===== src/rtl/uart_rx_top.sv =====
// uart_rx_top: oversampling UART receiver (start, DATA_WIDTH data bits LSB
// first, optional parity, one stop bit; idle line high).
// Each bit is sampled three times around its centre and decided by a 2-of-3
// majority vote. Good frames load P_DATA and pulse Data_Valid; bad frames
// pulse Par_Err and/or Stp_Err and leave P_DATA unchanged.
//
// Parameters:
//   DATA_WIDTH  data bits per frame
//   OVERSAMPLE  clocks per bit (8, 16 or 32)
// Ports:
//   CLK         system clock, rising edge
//   RST         synchronous active-low reset
//   RX_In       serial line, idle high
//   Par_En      1 = frame carries a parity bit (latched at the start edge)
//   Par_Type    0 = even, 1 = odd parity (latched at the start edge)
//   P_DATA      last correctly received word
//   Data_Valid  one-cycle pulse, P_DATA updated
//   Par_Err     one-cycle pulse, parity mismatch
//   Stp_Err     one-cycle pulse, stop bit sampled low
//   Busy        high while a frame is being received
// Build option:
//   UART_RX_SYNC_EN  adds a two-flop input synchronizer (+2 cycles latency)

module uart_rx_top #(
    parameter int unsigned DATA_WIDTH = 8,
    parameter int unsigned OVERSAMPLE = 8
) (
    input  logic                  CLK,
    input  logic                  RST,
    input  logic                  RX_In,
    input  logic                  Par_En,
    input  logic                  Par_Type,
    output logic [DATA_WIDTH-1:0] P_DATA,
    output logic                  Data_Valid,
    output logic                  Par_Err,
    output logic                  Stp_Err,
    output logic                  Busy
);

    localparam int unsigned EDGE_W = $clog2(OVERSAMPLE);
    localparam int unsigned BIT_W  = (DATA_WIDTH > 1) ? $clog2(DATA_WIDTH) : 1;

    localparam logic [EDGE_W-1:0] EDGE_LAST = EDGE_W'(OVERSAMPLE - 1);
    localparam logic [EDGE_W-1:0] SAMP_0    = EDGE_W'(OVERSAMPLE / 2 - 1);
    localparam logic [EDGE_W-1:0] SAMP_1    = EDGE_W'(OVERSAMPLE / 2);
    localparam logic [EDGE_W-1:0] SAMP_2    = EDGE_W'(OVERSAMPLE / 2 + 1);
    localparam logic [BIT_W-1:0]  BIT_LAST  = BIT_W'(DATA_WIDTH - 1);

    typedef enum logic [2:0] {
        IDLE,
        START,
        DATA,
        PARITY,
        STOP
    } state_t;

    logic rx;

`ifdef UART_RX_SYNC_EN
    // Two-flop synchronizer, reset to the idle level
    logic [1:0] sync_q;

    always_ff @(posedge CLK) begin
        if (!RST) begin
            sync_q <= 2'b11;
        end else begin
            sync_q <= {sync_q[0], RX_In};
        end
    end

    assign rx = sync_q[1];
`else
    assign rx = RX_In;
`endif

    state_t                state, state_nxt;
    logic [EDGE_W-1:0]     edge_cnt, edge_nxt;
    logic [BIT_W-1:0]      bit_cnt, bit_nxt;
    logic [DATA_WIDTH-1:0] shreg, shreg_nxt;
    logic [2:0]            samp, samp_nxt;
    logic                  par_flag, par_flag_nxt;
    logic                  par_en_q, par_en_nxt;
    logic                  par_type_q, par_type_nxt;
    logic [DATA_WIDTH-1:0] p_data_nxt;
    logic                  valid_nxt, par_err_nxt, stp_err_nxt, busy_nxt;
    logic                  maj;
    logic                  begin_frame;

    // 2-of-3 vote over the centre samples of the current bit
    assign maj = (samp[0] & samp[1]) | (samp[0] & samp[2]) | (samp[1] & samp[2]);

    // State and datapath registers
    always_ff @(posedge CLK) begin
        if (!RST) begin
            state      <= IDLE;
            edge_cnt   <= '0;
            bit_cnt    <= '0;
            shreg      <= '0;
            samp       <= '0;
            par_flag   <= 1'b0;
            par_en_q   <= 1'b0;
            par_type_q <= 1'b0;
            P_DATA     <= '0;
            Data_Valid <= 1'b0;
            Par_Err    <= 1'b0;
            Stp_Err    <= 1'b0;
            Busy       <= 1'b0;
        end else begin
            state      <= state_nxt;
            edge_cnt   <= edge_nxt;
            bit_cnt    <= bit_nxt;
            shreg      <= shreg_nxt;
            samp       <= samp_nxt;
            par_flag   <= par_flag_nxt;
            par_en_q   <= par_en_nxt;
            par_type_q <= par_type_nxt;
            P_DATA     <= p_data_nxt;
            Data_Valid <= valid_nxt;
            Par_Err    <= par_err_nxt;
            Stp_Err    <= stp_err_nxt;
            Busy       <= busy_nxt;
        end
    end

    // Next-state, counters and output pulses
    always_comb begin
        state_nxt    = state;
        edge_nxt     = (edge_cnt == EDGE_LAST) ? '0 : edge_cnt + EDGE_W'(1);
        bit_nxt      = bit_cnt;
        shreg_nxt    = shreg;
        samp_nxt     = samp;
        par_flag_nxt = par_flag;
        par_en_nxt   = par_en_q;
        par_type_nxt = par_type_q;
        p_data_nxt   = P_DATA;
        valid_nxt    = 1'b0;
        par_err_nxt  = 1'b0;
        stp_err_nxt  = 1'b0;
        busy_nxt     = (state != IDLE);
        begin_frame  = 1'b0;

        if (state != IDLE) begin
            if (edge_cnt == SAMP_0) samp_nxt[0] = rx;
            if (edge_cnt == SAMP_1) samp_nxt[1] = rx;
            if (edge_cnt == SAMP_2) samp_nxt[2] = rx;
        end

        case (state)
            IDLE: begin
                edge_nxt    = '0;
                busy_nxt    = 1'b0;
                begin_frame = !rx;
            end
            START: begin
                if (edge_cnt == EDGE_LAST) begin
                    if (maj) begin
                        // Start bit did not hold: treat as a glitch
                        state_nxt = IDLE;
                        busy_nxt  = 1'b0;
                    end else begin
                        state_nxt = DATA;
                        bit_nxt   = '0;
                    end
                end
            end
            DATA: begin
                if (edge_cnt == EDGE_LAST) begin
                    shreg_nxt[bit_cnt] = maj;
                    if (bit_cnt == BIT_LAST) begin
                        state_nxt = par_en_q ? PARITY : STOP;
                    end else begin
                        bit_nxt = bit_cnt + BIT_W'(1);
                    end
                end
            end
            PARITY: begin
                if (edge_cnt == EDGE_LAST) begin
                    par_flag_nxt = (^shreg) ^ par_type_q ^ maj;
                    state_nxt    = STOP;
                end
            end
            STOP: begin
                if (edge_cnt == EDGE_LAST) begin
                    busy_nxt    = 1'b0;
                    state_nxt   = IDLE;
                    stp_err_nxt = !maj;
                    par_err_nxt = par_flag;
                    if (maj && !par_flag) begin
                        p_data_nxt = shreg;
                        valid_nxt  = 1'b1;
                    end
                    // A start bit right behind the stop bit is taken now
                    begin_frame = !rx;
                end
            end
            default: begin
                state_nxt = IDLE;
            end
        endcase

        if (begin_frame) begin
            state_nxt    = START;
            edge_nxt     = '0;
            bit_nxt      = '0;
            par_flag_nxt = 1'b0;
            par_en_nxt   = Par_En;
            par_type_nxt = Par_Type;
        end
    end

endmodule


===== config.mk =====
export PLATFORM = sky130hd
export DESIGN_NAME = uart_rx_top
export DESIGN_NICKNAME = d
export VERILOG_FILES = /design/src/rtl/uart_rx_top.sv
export SDC_FILE = /design/constraint.sdc
export NUM_CORES = 1
export LEC_CHECK = 0
export CAP_MARGIN = 20
export CORE_UTILIZATION = 48
export DETAILED_ROUTE_END_ITERATION = 10
export PLACE_DENSITY = 0.76
export SYNTH_ARGS = -nofsm -noshare
export SYNTH_HDL_FRONTEND = slang
export SYNTH_SLANG_ARGS = --single-unit

===== constraint.sdc =====
create_clock -name CLK -period 1.6 [get_ports CLK]
set_input_delay 0.48 -clock CLK [delete_from_list [all_inputs] [get_ports CLK]]
set_output_delay 0.48 -clock CLK [all_outputs]
set_load 0.005 [all_outputs]

==> results.md, run 1 <==
* Max clock buf depth at 2
* Reg2reg end: shreg[2]
* CP peak stage delay at 0.51 ns
* Hold Path Origin: samp[0]
* Via density per instance at 5.40
* Yosys cell types at 37
* Number of synthesized flops with an enable pin at 0
* Worst hold slack at 0.476 ns
* Worst Path Required at 1.85 ns
* Primary FF master, synth: dfxtp_1
* Area contributors post-synth: dfxtp_1 42%, mux2i_1 9.7%, nor2_1 6.6%
* Finished Cell Area at 2200 µm²
* Drt wl/cell at 13.9 µm
* Data arrival, critical path at 1.93 ns
* Global route total overflow at 0
* CTS tree: built
* Post-synthesis async set-or-reset flop share at 0
* H-tree Lvls at 2
* Final cycle utilization of the critical path at 1.05
* Finished Layout Cells at 265
* Worst Setup SP: edge_cnt[1]
* Hold WC Path Type: reg2reg
* NetSw at 0.368 mW
* FF-to-FF path depth at 6
* FP Rows at 20
* PD cells at 662 nW/µm²
* Max Freq at 594 MHz
* CTS Buf Count at 5
* Core Util, Final at 0.698
* Register share of total power at 0.608
* Nets@finish at 232
* Share of cells above drive strength 1 at 0.290
* Area leader, netlist: dfxtp_1
* Crit-path max FO at 4
* Dpl hpwl at 2550 µm
* Die Area at 3670 µm²
* Place WS at -0.211 ns
* Setup TNS at -0.504 ns
* Slew @ Worst Pin at 0.369 ns
* Post-Syn Area at 1650 µm²
* Worst VDD drop at 0.560 mV
* P_leak at 0.911 nW
* Setup crit end kind: register
* Via count at 1430
* Critical path class: reg2reg
* Placed insts at 253
* Critical Path, Cell by Cell: ha_4 > ha_4 > or4b_4 > nor3_4 > mux2i_1 > nor2_1
* Clk sinks at 35
* Root Driver: clkbuf_4
* Failing checks: setup timing
* Clock power share at 0.329
* Core region area at 3150 µm²
* Bufs and invs on worst path at 0
* Gate power share at 0.063
* Crit path capture: shreg[2]
* Vert. Die Dim at 60.6 µm
* GRT Total Usage at 0.216
* Seq/Total Area, Yosys at 0.425
* Crit path max-delay family: simple AND/OR/NAND/NOR gates
* RR Startpoint: edge_cnt[1]
* Initial antenna violation count at 0
* Final min period at 1.68 ns
* Largest net degree at the start of global routing at 23
* Vias in the first global route at 1319
* Switching Share at 0.252
* Slew Limit Headroom at 0.750
* Count of yosys warnings during synthesis at 0
* Endpoints failing hold at 0
* Drt drc at 0
* FF-to-FF setup slack at -0.08 ns
* Mean post-synth cell area at 9.11 µm²
* Clock Latency Late Sink at 0.35 ns
* RSZ-0062 raised after global routing: yes
* Max-cap violations at 0
* Fin worst setup slack at -0.0838 ns
* IO Port Bufs at 16
* Die X at 60.6 µm
* Worst Skew at 0.00450 ns
* TritonRoute pass-1 iters at 4
* Initial core utilization at 0.523
* Crit start category: register
* DR iter-0 viols at 67
* Fin. max-slew vios at 0
* Global-route wire length before repair at 5790 µm
* Post-synthesis cell count at 181
* Hold Crit Depth at 2
* Power Total at 1.46 mW
* Post-synth net total at 193
* Synth top area share at 0.425
* Yosys reg bits at 35
* Area grow syn2layout at 33.5%
* Endpoints failing setup at 15
* Final WL at 3700 µm
* CP most frequent cell: ha_4
* Clock Pin Slew Worst Setup and Hold Paths at 0.10 ns
* Status: finished, violations left
* ANT nets after route at 0
* I/O pin count at 17
* Placed cell area at 2030 µm²
* Worst path slowest cell: or4b_4
* Critical path depth at 6
* Gpl congestion at 0.895
* Cell internal pwr at 1.09 mW
* Diodes inserted at 0
* Hold buffer count at CTS at 0
[power groups by stage]
stage | logic (mW) | registers, mW | clock network, mW
after floorplan | 0.0491 | 0.906 | 0
after detailed placement | 0.0872 | 0.906 | 0
after CTS | 0.0879 | 0.886 | 0.494
after global placement | 0.0845 | 0.906 | 0
final | 0.0920 | 0.886 | 0.480
after global routing | 0.0995 | 0.888 | 0.530
[what timing repair did]
| item | in CTS | in global routing |
|---|---|---|
| gates resized for setup | 29 | 9 |
| pin swaps | 1 | 3 |
| cloned | 0 | 1 |
| setup endpoints to repair | 21 | 16 |
| buffers inserted | 1 | 2 |
| endpoints found under the hold margin | 0 | 0 |
[cells by family (layout without fill, tap and decap cells)]
logic type      Yosys count  in the layout  share of synthesized area
mux                      16             16                     0.0971
buf+inv                  17             57                     0.0455
compound gates           26             26                     0.0933
simple gates             70             70                      0.223
fa+ha+maj                 8              8                     0.0599
flops                    35             35                      0.425
xor+xnor                  9              9                     0.0561
[area by class of cell]
| type | instances | area (µm²) |
|---|---|---|
| sequential | 35 | 716 |
| clock inverter | 2 | 12.5 |
| timing repair buffer | 42 | 370 |
| multi-input combinational | 129 | 981 |
| tap | 44 | 55.1 |
| inverter | 7 | 26.3 |
| clock buffer | 6 | 41.3 |
| fill | 257 | 951 |
[worst min path at each step]
stage | endpoint | slack, ns
after global placement | samp[0] | 0.45
after detailed placement | samp[0] | 0.46
after CTS | samp[0] | 0.48
final | samp[0] | 0.48
after floorplan | edge_cnt[0] | 0.43
after global routing | P_DATA[4] | 0.52
[Yosys cell counts, drive strengths merged (2+ instances only)]
master	count
ha	7
nand2	11
nand2b	2
dfxtp	35
xnor2	7
nand3b	3
o21ai	8
nand3	6
mux2i	16
or3	2
nor2	29
nor3	6
clkbuf	3
or4b	2
buf	7
nor2b	2
inv	7
a21oi	11
[metal layers]
| layer | wire length [µm] | vias to the layer above | GRT usage |
|---|---|---|---|
| met1 | 1590 | 684 | 0.263 |
| li1 | - | 704 | - |
| met5 | 0 | - | 0 |
| met4 | 63 | 0 | 0.0779 |
| met2 | 1890 | 37 | 0.358 |
| met3 | 154 | 5 | 0.0704 |
[worst reg2reg max path: stages (launching register included)]
cell and delay [ns]:
dfxtp_2 0.36, ha_4 0.14, ha_4 0.14, or4b_4 0.51
nor3_4 0.15, mux2i_1 0.21, nor2_1 0.05
[flip-flops by register name, indices dropped and copies added (netlist names)]
register    flops
edge_cnt        3
P_DATA          8
samp            3
Par_Err         1
Data_Valid      1
shreg           8
par_flag        1
Stp_Err         1
state           3
par_type_q      1
Busy            1
bit_cnt         3
par_en_q        1
[cell usage in the layout (no fill, tap or decap), types with 2 or more instances in the layout]
master | netlist | routed
dfxtp_1 | 35 | 23
nand3_1 | 6 | 6
clkdlybuf4s50_1 | 0 | 4
buf_4 | 1 | 24
clkbuf_4 | 0 | 5
nor3_1 | 4 | 2
ha_1 | 7 | 3
mux2i_1 | 16 | 15
or3_1 | 2 | 2
nor3_2 | 2 | 2
dlygate4sd2_1 | 0 | 12
nor3_4 | 0 | 2
nand3b_1 | 3 | 3
xnor2_1 | 7 | 7
a21oi_1 | 11 | 11
o21ai_1 | 0 | 3
nand2_1 | 11 | 11
or4b_4 | 0 | 2
inv_1 | 7 | 7
ha_4 | 0 | 4
o21ai_0 | 8 | 4
dfxtp_2 | 0 | 12
nor2_1 | 29 | 29
Note: power is estimated with default switching activity, not from simulation.
==> inputs of run 2 (changes only) <==
--- a/config.mk
+++ b/config.mk
@@ -5,7 +5,6 @@
 export SDC_FILE = /design/constraint.sdc
 export NUM_CORES = 1
 export LEC_CHECK = 0
-export CAP_MARGIN = 20
 export CORE_UTILIZATION = 48
 export DETAILED_ROUTE_END_ITERATION = 10
 export PLACE_DENSITY = 0.76
==> results of run 2 <==
Same layout as run 1: the final DEF is identical, and so are final timing and power.
